File: config.mk
export PLATFORM = sky130hd
export DESIGN_NAME = fetch_sequencer
export DESIGN_NICKNAME = d
export VERILOG_FILES = /design/src/rtl/fetch_sequencer.sv
export SDC_FILE = /design/constraint.sdc
export NUM_CORES = 1
export LEC_CHECK = 0
export BUFFER_PORTS_ARGS = -buffer_cell sky130_fd_sc_hd__buf_4
export CELL_PAD_IN_SITES_DETAIL_PLACEMENT = 1
export CELL_PAD_IN_SITES_GLOBAL_PLACEMENT = 2
export CORE_MARGIN = 2
export CORE_UTILIZATION = 31
export DETAILED_ROUTE_END_ITERATION = 10
export PLACE_DENSITY = 0.84
export SKIP_LAST_GASP = 1
export SYNTH_ARGS = -nofsm -noshare
export SYNTH_HDL_FRONTEND = slang
export SYNTH_SLANG_ARGS = --single-unit
File: constraint.sdc
create_clock -name clk -period 2.75 [get_ports clk]
set_input_delay 0.1375 -clock clk [delete_from_list [all_inputs] [get_ports clk]]
set_output_delay 0.1375 -clock clk [all_outputs]
set_load 0.01 [all_outputs]
File: src/rtl/fetch_sequencer.sv
// fetch_sequencer: single-issue instruction fetch stage for a 16-entry
// instruction memory. It drives a registered fetch address (PC_out), captures
// the combinational memory read data one cycle later into IR_out, and hands
// it to decode with a valid/ready handshake.
//
// A small FSM controls fetching:
//   IDLE   - waiting for start after reset; start loads RESET_PC
//   RUN    - fetching; branch_taken redirects and flushes, halt stops
//   HALTED - fetching stopped with PC_out held; start resumes from it
//
// Priority inside RUN is branch_taken > halt > fetch. A branch together with
// halt both redirects the PC and stops, so the next start resumes at the
// branch target.
//
// Optional feature, controlled by the FETCH_WRAP_EN macro:
//   defined   - a fetch from the last address wraps PC_out back to 0 and
//               the sequencer keeps running
//   undefined - a fetch from the last address still delivers that
//               instruction, but PC_out stays on the last address and the
//               sequencer drops into HALTED
module fetch_sequencer #(
  parameter int            AW       = 4,
  parameter logic [AW-1:0] RESET_PC = '0
) (
  input  logic          clk,
  input  logic          rst_n,
  input  logic          start,
  input  logic          halt,
  input  logic          branch_taken,
  input  logic [AW-1:0] branch_target,
  input  logic [31:0]   IR_in,
  input  logic          IR_ready,
  output logic [AW-1:0] PC_out,
  output logic [31:0]   IR_out,
  output logic          IR_valid,
  output logic [AW-1:0] IR_pc,
  output logic [1:0]    state_out
);

  typedef enum logic [1:0] {
    ST_IDLE   = 2'd0,
    ST_RUN    = 2'd1,
    ST_HALTED = 2'd2
  } state_t;

  localparam logic [AW-1:0] PC_LAST = '1;
  localparam logic [AW-1:0] PC_STEP = {{(AW-1){1'b0}}, 1'b1};

  state_t state;

  // The IR register can take a new word when it is empty or being drained
  logic fetch_ok;
  // Decode is taking the current instruction this cycle
  logic consumed;
  // The fetch address sits on the last memory entry
  logic at_last;

  assign fetch_ok  = !IR_valid || IR_ready;
  assign consumed  = IR_valid && IR_ready;
  assign at_last   = (PC_out == PC_LAST);
  assign state_out = state;

  // Fetch FSM: state, fetch address and the instruction register all update here
  always_ff @(posedge clk or negedge rst_n) begin
    if (!rst_n) begin
      state    <= ST_IDLE;
      PC_out   <= RESET_PC;
      IR_out   <= '0;
      IR_pc    <= '0;
      IR_valid <= 1'b0;
    end else begin
      case (state)
        ST_RUN: begin
          if (branch_taken) begin
            // Redirect wins over everything; the word in flight is wrong-path
            PC_out   <= branch_target;
            IR_valid <= 1'b0;
            if (halt) begin
              state <= ST_HALTED;
            end
          end else if (halt) begin
            // Stop fetching; a word accepted by decode this cycle is gone
            if (consumed) begin
              IR_valid <= 1'b0;
            end
            state <= ST_HALTED;
          end else if (fetch_ok) begin
            IR_out   <= IR_in;
            IR_pc    <= PC_out;
            IR_valid <= 1'b1;
            if (at_last) begin
`ifdef FETCH_WRAP_EN
              PC_out <= '0;
`else
              state <= ST_HALTED;
`endif
            end else begin
              PC_out <= PC_out + PC_STEP;
            end
          end
          // Otherwise decode is stalling a live word: hold everything
        end

        ST_HALTED: begin
          // PC_out holds so start can resume where fetching stopped
          if (consumed) begin
            IR_valid <= 1'b0;
          end
          if (start) begin
            state <= ST_RUN;
          end
        end

        default: begin
          // IDLE, and the unused encoding which behaves like IDLE
          if (consumed) begin
            IR_valid <= 1'b0;
          end
          if (start) begin
            state  <= ST_RUN;
            PC_out <= RESET_PC;
          end
        end
      endcase
    end
  end

endmodule
# ---- After elaboration in Yosys (flattened, before gate mapping)
# Cells that the tools add are included.
dict set report totals {
  regBits 43
  latchBits 0
  mem_bits_rw 0
  romBits 0
  in_bits 42
  out_inout_bits 43
  elab_cells 44
  mem_count 0
}
dict set report op_classes {
  add_sub_neg 1
  n_mul 0
  div 0
  magnitude_cmp 0
  eq_ne 10
  n_shift 0
  muxes 18
  n_bitwise 3
  n_reduce_logical 7
}
# op count
set ops {}
lappend ops {{$mux 4} 5}
lappend ops {{$ne 3x3->1 const B} 6}
lappend ops {{$mux 2} 7}
lappend ops {{$pmux 4 s2} 1}
lappend ops {{$reduce_and 4->1} 2}
lappend ops {{$mux 1} 5}
lappend ops {{$reduce_and 5->1} 1}
lappend ops {{$add 4x1->4 const B} 1}
lappend ops {{$eq 4x4->1 const B} 1}
lappend ops {{$ne 4x4->1 const B} 1}
lappend ops {{$not 1->1} 3}
lappend ops {{$eq 2x1->1 const B} 1}
lappend ops {{$eq 2x2->1 const B} 1}
lappend ops {{$reduce_bool 2->1} 1}
lappend ops {{$logic_and 1x1->1} 1}
lappend ops {{$logic_not 1->1} 1}
lappend ops {{$logic_or 1x1->1} 1}

# ---- Longest topological paths before layout
# Gate-level depths: netlist (run 1).
dict set report logic_depth {
  ltp_word 6
  mapped_depth 6
  ltp_nobuf 6
}

# ---- Worst setup path before layout (run 1)
# OpenSTA, ideal clock, no wires.
dict set report synth_path {
  path_type {reg-to-reg}
  start {register state[1] (netlist: state_out[1])}
  end {register IR_out[11]}
  setup_ps 125
  arrival_time_ps 1619
  required_ps 2625
  setup_slack_ps 1006
  stages_incl_launch_ff 5
  path_buffers 1
  period_less_slack_ps 1744
  path_cell_list {dfrtp_1 > nand2b_4 > nor4_4 > buf_6 > mux2_2}
}
dict set report synth_via {
  elab_chain_cells 2
}
# item line_no
set synth_rtl {}
lappend synth_rtl {{from (decl)} 49} ;# state_t state;
lappend synth_rtl {{from (signal assigned)} 66} ;# state <= ST_IDLE;
lappend synth_rtl {{from (signal assigned)} 79} ;# state <= ST_HALTED;
lappend synth_rtl {{from (signal assigned)} 86} ;# state <= ST_HALTED;
lappend synth_rtl {{$eq 2x1->1} 72} ;# case (state)
lappend synth_rtl {{$reduce_and 4->1 (no line)} --}
lappend synth_rtl {{to (signal assigned)} 88} ;# IR_out <= IR_in;
lappend synth_rtl {{to (decl)} 34} ;# output logic [31:0] IR_out,
# No other way between the ends.
# A chain may end at the register's enable or synchronous reset.

# ---- Worst setup path in the final report (run 1)
dict set report layout_path {
  start {register PC_out[0]}
  end {register PC_out[0]}
}
dict set report layout_via {
  elab_chain_cells 6
  word_cells_on_any_way 9
  classes_between {add/sub (1); eq/ne (2); mux (5); reduce/logical (1)}
}
# item line_no
set layout_rtl {}
lappend layout_rtl {{from (decl)} 33} ;# output logic [AW-1:0] PC_out,
lappend layout_rtl {{from (signal assigned)} 76} ;# PC_out <= branch_target;
lappend layout_rtl {{from (signal assigned)} 98} ;# PC_out <= PC_out + PC_STEP;
lappend layout_rtl {{$add 4x1->4} 98}
lappend layout_rtl {{$mux 4} 91} ;# if (at_last) begin
lappend layout_rtl {{$mux 4} 87} ;# end else if (fetch_ok) begin
lappend layout_rtl {{$mux 4} 81} ;# end else if (halt) begin
lappend layout_rtl {{$mux 4} 74} ;# if (branch_taken) begin
lappend layout_rtl {{$pmux 4 s2} 72}
# Parallel ways exist; a longest one is shown, timed or not. The select of a mux whose other input is x is not followed.

==> results of run 1 <==
==> final timing paths <==
| kind | slack [ns] | cells past startpoint | end |
|---|---|---|---|
| max in group asynchronous | 1.98 | 2 | PC_out[2] |
| max | 0.95 | 6 | PC_out[0] |
| min in group asynchronous | 0.37 | 2 | IR_valid |
| min reg2reg | 0.49 | 1 | IR_out[31] |
| min | 0.06 | 2 | state_out[0] |
| max reg2reg | 0.95 | 6 | PC_out[0] |
==> stage by stage <==
stage	instance area, µm²	std cells	power [W]	hold WS [ns]
floorplan	1784	121	0.001710	-0.1581
global placement	2482	275	0.002329	0.1753
detailed placement	2482	275	0.002364	0.1672
CTS	2610	284	0.002885	0.04985
global route	2610	284	0.003034	0.05663
finish	2610	284	0.002834	0.05542
==> kinds of logic (layout without fill, tap and decap cells) <==
group | count (synthesis) | after routing
flip-flops | 43 | 43
multiplexers | 37 | 37
AND/OR/NAND/NOR | 21 | 21
AO/OA/AOI/OAI | 14 | 14
buffers and inverters | 4 | 95
adder cells (fa/ha/maj) | 1 | 1
XOR/XNOR | 1 | 1
==> registers in the layout, indices dropped and copies added, names as in the netlist <==
register and cells:
IR_pc 4, PC_out 4, IR_valid 1, state_out 2, IR_out 32
==> where the power goes <==
group          leakage [nW]  internal (W)  switching [W]  total [W]
registers             0.521      0.000939       0.000190    0.00113
logic                 0.661      0.000703       0.000497    0.00120
clock network        0.0612      0.000294       0.000211   0.000505
==> worst max-delay path, stage by stage (launching register included) <==
cell	delay [ns]
dfrtp_1	0.44
ha_1	0.24
and3_1	0.18
or3_1	0.33
a21oi_1	0.16
o31ai_1	0.09
a32o_1	0.26
==> layer usage <==
layer | share of wire, % | GRT usage, %
met1 | 43 | 17.39
met2 | 49 | 23.70
met3 | 6.5 | 3.507
met4 | 1.6 | 5.085
met5 | 0 | 0
==> cells in the mapped netlist (all sizes together) <==
cell type | instances | area share, %
dfrtp | 43 | 60
mux2 | 36 | 23
a21oi | 5 | 1.4
nand2b | 4 | 1.8
nor2 | 4 | 0.84
buf | 3 | 1.9
nor2b | 3 | 1.1
and3 | 2 | 0.70
nor3b | 2 | 0.84
o21ai | 2 | 0.56
o2bb2ai | 2 | 0.98
or3 | 2 | 0.70
a311oi | 1 | 0.49
a32o | 1 | 0.56
clkbuf | 1 | 0.21
ha | 1 | 0.70
mux2i | 1 | 0.56
nand2 | 1 | 0.21
nand3 | 1 | 0.28
nor3 | 1 | 0.28
nor4 | 1 | 1.2
o21a | 1 | 0.42
o22ai | 1 | 0.35
o31ai | 1 | 0.42
xnor2 | 1 | 0.49
==> final cells by class <==
type                            instances  area, µm²  share of cell area [%]
Tap cell                               72      90.09                   3.452
Multi-Input combinational cell         74      670.6                   25.70
Timing Repair Buffer                   87      655.6                   25.12
Sequential cell                        43       1076                   41.23
Clock buffer                            6      82.58                   3.164
Clock inverter                          2      35.03                   1.342
==> results.sh, run 1 <==
export IMPL_p_leak_nw=1.243
export IMPL_clkTransAtPathRegs_ns=0.08
export IMPL_grt_pass1_vias=1403
export IMPL_final_setup_viol_count=0
export IMPL_crit_start="PC_out[0]"
export IMPL_ys_ff_latch=43
export IMPL_finalWirelength_mm=4.230
export IMPL_cp_data_arrival_time_ns=1.99
export IMPL_wl_per_cell_um=14.89
export IMPL_postCtsHoldBufs=1
export IMPL_synth_top_family_by_area="multiplexers"
export IMPL_slew_limit_headroom_pct=63.66
export IMPL_fillers=611
export IMPL_rr_startpoint="PC_out[0]"
export IMPL_synth_fa_ha_area_share_pct=0.7013
export IMPL_ios=85
export IMPL_finalCoreUtilization_pct=47.11
export IMPL_synthesis_area_um2=1784
export IMPL_synth_mux_area_share_pct=23.28
export IMPL_synth_xor_area_share_pct=0.4909
export IMPL_yosys_area_share_simple_pct=7.924
export IMPL_cp_max_fo=7
export IMPL_row_count=27
export IMPL_powerDensity_nw_per_um2=1086
export IMPL_die_area_um2=6378
export IMPL_grt_total_usage_pct=14.04
export IMPL_yosysWarnings=0
export IMPL_post_cts_buffers=0
export IMPL_hold_viol=0
export IMPL_htreeDepth=2
export IMPL_overflow=0
export IMPL_clock_sinks=43
export IMPL_syn_area_per_cell_um2=14.75
export IMPL_final_cell_mix="buf_4 (86), dfrtp_1 (43), mux2_2 (32)"
export IMPL_grt_start_max_net_pins=44
export IMPL_first_iter_violations=34
export IMPL_drv_cap=0
export IMPL_status="finished, final reports clean"
export IMPL_cts_buffer_depth=2
export IMPL_via_per_inst=4.736
export IMPL_hold_path_class="input port to flop"
export IMPL_clock_latency_ns=0.29
export IMPL_final_common_cell="buf_4"
export IMPL_drt_pass1_iter_count=2
export IMPL_place_detailed_hpwl_mm=3.088
export IMPL_setup_ws_ns=0.9471
export IMPL_antenna_found_initial=0
export IMPL_cts_tree="done"
export IMPL_drv_slew=0
export IMPL_syn_inst=121
export IMPL_dp_slack_ns=0.9655
export IMPL_min_period_ns=1.803
export IMPL_start_util_pct=32.20
export IMPL_endpoint_kind="flop"
export IMPL_die_x_um=79.87
export IMPL_portBuffers=84
export IMPL_finalNetCount=254
export IMPL_cts_buffers=5
export IMPL_die_height_um=79.87
export IMPL_fin_skew_ns=0.009590
export IMPL_fmax_mhz=554.7
export IMPL_clock_root_buffer="clkbuf_8"
export IMPL_cp_start_kind="flop"
export IMPL_worst_ep_required_time_ns=2.93
export IMPL_vias=1345
export IMPL_place_gp_congestion=0.7149
export IMPL_min_period_over_period_pct=65.56
export IMPL_grt_pass1_wl_mm=6.893
export IMPL_holdCritStartpoint="start"
export IMPL_drcViolationCount=0
export IMPL_num_antenna_cells=0
export IMPL_synth_lib_cells_used_distinct=27
export IMPL_ant_nets=0
export IMPL_cts_resized=0
export IMPL_peakVddDrop_v=0.0004057
export IMPL_area_growth_pct=46.28
export IMPL_rsz0062_at_grt="no"
export IMPL_tns_ns=0
export IMPL_core_um2=5540
export IMPL_setup_worst_path_class="flop to flop"
export IMPL_synth_compound_area_share_pct=5.189
export IMPL_syn_nets=164
export IMPL_drive_above_1_share_pct=60.38
export IMPL_tightest_slew_ns=0.5451
export IMPL_synth_yosys_seq_area_share_pct=60.31
Power figures use the tool's default switching activity.
==> run 2, diff against run 1 <==
ABC_AREA = 1   (was not set)
CORE_UTILIZATION = 27   (was 31)
PLACE_DENSITY = 0.79   (was 0.84)
clock period = 1.7 ns   (was 2.75 ns; I/O delays follow)
==> results.sh, run 2 <==
export IMPL_top_regs="IR_out (32), IR_pc (4), PC_out (4)"
export IMPL_wl_per_cell_um=11.49
export IMPL_htreeDepth=2
export IMPL_rr_worst_depth=6
export IMPL_num_antenna_cells=0
export IMPL_crit_buf_inv=0
export IMPL_die_x_um=90.86
export IMPL_synthesis_area_um2=2037
export IMPL_largest_register_ffs=32
export IMPL_powerDensity_nw_per_um2=1591
export IMPL_synth_yosys_seq_area_share_pct=52.83
export IMPL_synth_lib_cells_used_distinct=15
export IMPL_cts_buffers=5
export IMPL_crit_slowest_cell="dfrtp_1"
export IMPL_min_period_ns=1.532
export IMPL_row_count=31
export IMPL_cts_tree="done"
export IMPL_fmax_mhz=652.6
export IMPL_via_per_inst=4.086
export IMPL_rr_startpoint="PC_out[0]"
export IMPL_drt_pass1_iter_count=4
export IMPL_syn_nets=262
export IMPL_die_height_um=90.86
export IMPL_yosys_area_top_type="dfrtp_1"
export IMPL_finalWirelength_mm=4.677
export IMPL_die_area_um2=8255
export IMPL_grt_pass1_vias=1756
export IMPL_worst_ep_required_time_ns=1.89
export IMPL_fillers=905
export IMPL_drcViolationCount=0
export IMPL_tns_ns=0
export IMPL_ios=85
export IMPL_status="finished, final reports clean"
export IMPL_start_util_pct=27.93
export IMPL_worst_path_most_repeated_cell="nand2_1"
export IMPL_ys_flop_type="dfrtp_1"
export IMPL_portBuffers=84
export IMPL_crit_chain="ha_1 -> nand3_1 -> o21ai_0 -> nand2_1 -> nand2_1 -> nand2_1"
export IMPL_final_common_cell="buf_4"
export IMPL_grt_total_usage_pct=11.96
export IMPL_core_um2=7292
export IMPL_total_power_w=0.004523
export IMPL_ys_top_cells_by_count="nand2_1 (64), dfrtp_1 (43), inv_1 (42)"
export IMPL_async_reset_ff_share_pct=100.0
export IMPL_ant_nets=0
export IMPL_hold_path_class="input port to flop"
export IMPL_overflow=0
export IMPL_area_growth_pct=39.56
export IMPL_cp_max_fo=7
export IMPL_antenna_found_initial=0
export IMPL_min_period_over_period_pct=90.14
export IMPL_synth_edf_count=0
export IMPL_synthTopCellsByArea="dfrtp_1 (53%), o21ai_2 (15%), nand2_1 (12%)"
export IMPL_final_setup_viol_count=0
export IMPL_endpoint_kind="flop"
export IMPL_hold_depth=3
export IMPL_slowest_delay_ns=0.47
export IMPL_holdCritStartpoint="IR_in[15]"
export IMPL_cp_depth=6
export IMPL_peakVddDrop_v=0.0006537
export IMPL_cp_data_arrival_time_ns=1.72
export IMPL_synth_top_area_share_pct=52.83
export IMPL_yosysMostFrequentCell="nand2_1"
export IMPL_hold_ws_ns=0.03702
export IMPL_clkTransAtPathRegs_ns=0.08
export IMPL_place_detailed_hpwl_mm=3.503
export IMPL_drv_cap=0
export IMPL_tightest_slew_ns=0.5588
export IMPL_p_leak_nw=1.567
export IMPL_grt_start_max_net_pins=44
export IMPL_final_cell_mix="buf_4 (86), nand2_1 (64), dfrtp_1 (43)"
export IMPL_hold_viol=0
export IMPL_finalNetCount=350
export IMPL_rsz0062_at_grt="no"
export IMPL_yosysWarnings=0
export IMPL_cts_resized=0
export IMPL_hold_path_end="IR_out[15]"
export IMPL_drv_slew=0
export IMPL_syn_area_per_cell_um2=9.301
export IMPL_vias=1663
export IMPL_grt_pass1_wl_mm=8.128
export IMPL_r2r_end="state_out[1]"
export IMPL_crit_start="PC_out[0]"
export IMPL_drive_above_1_share_pct=43.18
export IMPL_cts_buffer_depth=2
export IMPL_r2r_setup_slack_ns=0.17
export IMPL_syn_inst=219
export IMPL_place_gp_congestion=0.7366
export IMPL_clock_sinks=43
export IMPL_top_register="IR_out"
export IMPL_clock_root_buffer="clkbuf_8"
export IMPL_path_delay_family="flip-flops"
export IMPL_slew_limit_headroom_pct=62.74
export IMPL_ys_ff_latch=43
export IMPL_first_iter_violations=48
export IMPL_fin_skew_ns=0.004833
export IMPL_cp_start_kind="flop"
export IMPL_clock_latency_ns=0.29
export IMPL_setup_worst_path_class="flop to flop"
==> run 2: changes by cell type after synthesis, sizes merged, moves of 10 or more <==
cell / previous run / this run
inv: 0 / 42
mux2: 36 / 0
nand2: 1 / 65
nand3: 1 / 11
o21ai: 2 / 38
==> run 2: worst register-to-register path: stages, from the launching register on <==
cell	delay [ns]
dfrtp_1	0.47
ha_1	0.25
nand3_1	0.13
o21ai_0	0.34
nand2_1	0.12
nand2_1	0.08
nand2_1	0.04
==> run 2: metal layers <==
metal / global-route usage (%) / share of wire [%] / vias up
met5: 0 / 0 / -
met4: 3.030 / 0.64 / 0
met3: 3.339 / 5.8 / 4
met2: 20.21 / 48 / 50
met1: 15.10 / 46 / 771
li1: - / - / 838
==> run 2: cell families (layout without fill, tap and decap cells) <==
group | Yosys count | in the layout | share of synthesized area, %
AND/OR/NAND/NOR | 84 | 84 | 18.06
buffers and inverters | 50 | 139 | 11.79
flip-flops | 43 | 43 | 52.83
AO/OA/AOI/OAI | 41 | 41 | 16.71
adder cells (fa/ha/maj) | 1 | 1 | 0.6142
==> run 2: how the worst max path moves through the flow <==
stage                         endpoint  slack [ns]
final                     state_out[1]        0.17
after global routing      state_out[0]        0.03
after CTS                 state_out[0]        0.17
after detailed placement  state_out[0]        0.16
after global placement    state_out[1]        0.20
after floorplan           state_out[0]        0.39
==> run 2: final cells by class <==
class,count,area (µm²),share of cell area [%]
clock buffers,6,72.57,2.553
flip-flops and latches,43,1076,37.85
well taps,99,123.9,4.357
repair buffers,88,675.6,23.77
multi-input cells,126,720.7,25.35
clock inverters,2,12.51,0.4401
inverters,43,161.4,5.678
==> run 2: metrics by stage <==
step / util [%] / worst slack, ns / cell area [µm²] / std cells
finish: 38.98 / 0.1677 / 2843 / 407
global route: 38.98 / 0.03018 / 2843 / 407
CTS: 38.98 / 0.1659 / 2843 / 407
detailed placement: 37.68 / 0.1593 / 2748 / 398
global placement: 37.68 / 0.2006 / 2748 / 398
floorplan: - / 0.3870 / 2037 / 219
==> run 2: repair_timing <==
item                      in CTS  in global routing
hold buffers                   1                  0
setup buffers                  0                  0
hold endpoints to repair      43                  0
==> run 2: report_power, final <==
| part | internal (W) | switching [W] |
|---|---|---|
| Clock | 0.000287 | 0.000348 |
| Combinational | 0.00104 | 0.00105 |
| Sequential | 0.00148 | 0.000313 |
| Total | 0.00281 | 0.00171 |
==> run 3, diff against run 2 <==
CTS_BUF_LIST = sky130_fd_sc_hd__clkbuf_8 sky130_fd_sc_hd__clkbuf_16   (was not set)
==> results.sh, run 3 (synthesis results as in run 2) <==
export IMPL_top_regs="IR_out (32), IR_pc (4), PC_out (4)"
export IMPL_drv_slew=0
export IMPL_area_growth_pct=39.56
export IMPL_via_per_inst=4.084
export IMPL_hold_viol=0
export IMPL_drcViolationCount=0
export IMPL_portBuffers=84
export IMPL_final_setup_viol_count=0
export IMPL_postCtsHoldBufs=1
export IMPL_slew_limit_headroom_pct=62.74
export IMPL_grt_total_usage_pct=11.96
export IMPL_grt_pass1_vias=1756
export IMPL_clock_root_buffer="clkbuf_8"
export IMPL_start_util_pct=27.93
export IMPL_rr_worst_depth=6
export IMPL_hold_path_class="input port to flop"
export IMPL_final_common_cell="buf_4"
export IMPL_cts_buffers=5
export IMPL_endpoint_kind="flop"
export IMPL_first_iter_violations=48
export IMPL_tns_ns=0
export IMPL_min_period_over_period_pct=90.13
export IMPL_die_area_um2=8255
export IMPL_status="finished, final reports clean"
export IMPL_overflow=0
export IMPL_drive_above_1_share_pct=43.18
export IMPL_ios=85
export IMPL_setup_worst_path_class="flop to flop"
export IMPL_place_detailed_hpwl_mm=3.503
export IMPL_cp_max_fo=7
export IMPL_finalNetCount=350
export IMPL_setup_ws_ns=0.1677
export IMPL_worst_ep_required_time_ns=1.89
export IMPL_die_x_um=90.86
export IMPL_vias=1662
export IMPL_stdcell_count=407
export IMPL_crit_slowest_cell="dfrtp_1"
export IMPL_slowest_delay_ns=0.47
export IMPL_fin_skew_ns=0.004875
export IMPL_drv_cap=0
export IMPL_crit_chain="ha_1 -> nand3_1 -> o21ai_0 -> nand2_1 -> nand2_1 -> nand2_1"
export IMPL_finalWirelength_mm=4.676
export IMPL_highest_layer="met4"
export IMPL_ant_nets=0
export IMPL_clkTransAtPathRegs_ns=0.08
export IMPL_cp_data_arrival_time_ns=1.72
export IMPL_cts_tree="done"
export IMPL_cts_resized=0
export IMPL_dr_wl_met3_um=271
export IMPL_cp_depth=6
export IMPL_wl_per_cell_um=11.49
export IMPL_powerDensity_nw_per_um2=1589
export IMPL_drt_pass1_iter_count=4
export IMPL_htreeDepth=2
export IMPL_path_delay_family="flip-flops"
export IMPL_min_period_ns=1.532
export IMPL_fmax_mhz=652.6
export IMPL_antenna_found_initial=0
export IMPL_p_leak_nw=1.571
export IMPL_cp_start_kind="flop"
export IMPL_hold_depth=3
export IMPL_wl_met1_mm=2.146
export IMPL_wl_met2_mm=2.227
export IMPL_worst_path_most_repeated_cell="nand2_1"
export IMPL_row_count=31
export IMPL_clock_latency_ns=0.29
export IMPL_num_antenna_cells=0
export IMPL_tightest_slew_ns=0.5588
export IMPL_place_gp_congestion=0.7366
export IMPL_die_height_um=90.86
export IMPL_post_cts_buffers=0
export IMPL_core_um2=7292
export IMPL_largest_register_ffs=32
export IMPL_crit_buf_inv=0
export IMPL_dp_slack_ns=0.1593
export IMPL_dp_cells=398
export IMPL_grt_pass1_wl_mm=8.128
export IMPL_peakVddDrop_v=0.0006535
export IMPL_final_cell_mix="buf_4 (86), nand2_1 (64), dfrtp_1 (43), inv_1 (43), o21ai_2 (36)"
export IMPL_top_register="IR_out"
export IMPL_clock_sinks=43
export IMPL_rsz0062_at_grt="no"
export IMPL_cts_buffer_depth=2
export IMPL_grt_start_max_net_pins=44
## run 3: routing by layer
| metal | vias up | track usage (%) |
|---|---|---|
| li1 | 838 | - |
| met1 | 770 | 15.10 |
| met2 | 50 | 20.21 |
| met3 | 4 | 3.339 |
| met4 | 0 | 3.030 |
| met5 | - | 0 |
## run 3: cell type report
cell class | instances | area (µm²)
fill | 905 | 4449
sequential | 43 | 1076
multi-input combinational | 126 | 720.7
timing repair buffer | 88 | 675.6
inverter | 43 | 161.4
tap | 99 | 123.9
clock buffer | 5 | 68.82
clock inverter | 3 | 16.27
## run 3: power by group
part	internal (W)	switching, W
clock	0.000281	0.000348
sequential	0.00148	0.000313
combinational	0.00104	0.00105
total	0.00281	0.00171
## run 3: path summary, 6_finish.rpt
kind                       slack [ns]       start      endpoint
max                              0.17   PC_out[0]  state_out[1]
min                              0.04   IR_in[15]    IR_out[15]
max reg2reg                      0.17   PC_out[0]  state_out[1]
min reg2reg                      0.49  IR_out[25]    IR_out[25]
max in group asynchronous        0.99       rst_n     IR_out[8]
min in group asynchronous        0.33       rst_n    IR_out[29]
## run 3: metrics by stage
stage	utilization [%]	cell area [µm²]	hold slack, ns	total power, W
floorplan	-	2037	-0.2106	0.002936
global placement	37.68	2748	0.1323	0.003908
detailed placement	37.68	2748	0.1201	0.003962
CTS	38.98	2843	0.02624	0.004620
global route	38.98	2843	0.02835	0.004916
finish	38.98	2843	0.03728	0.004517
## run 3: worst min-delay path, delay by kind of cell
| kind | cells | cell delay (ns) |
|---|---|---|
| buffers and inverters | 2 | 0.15 |
| AO/OA/AOI/OAI | 1 | 0.05 |
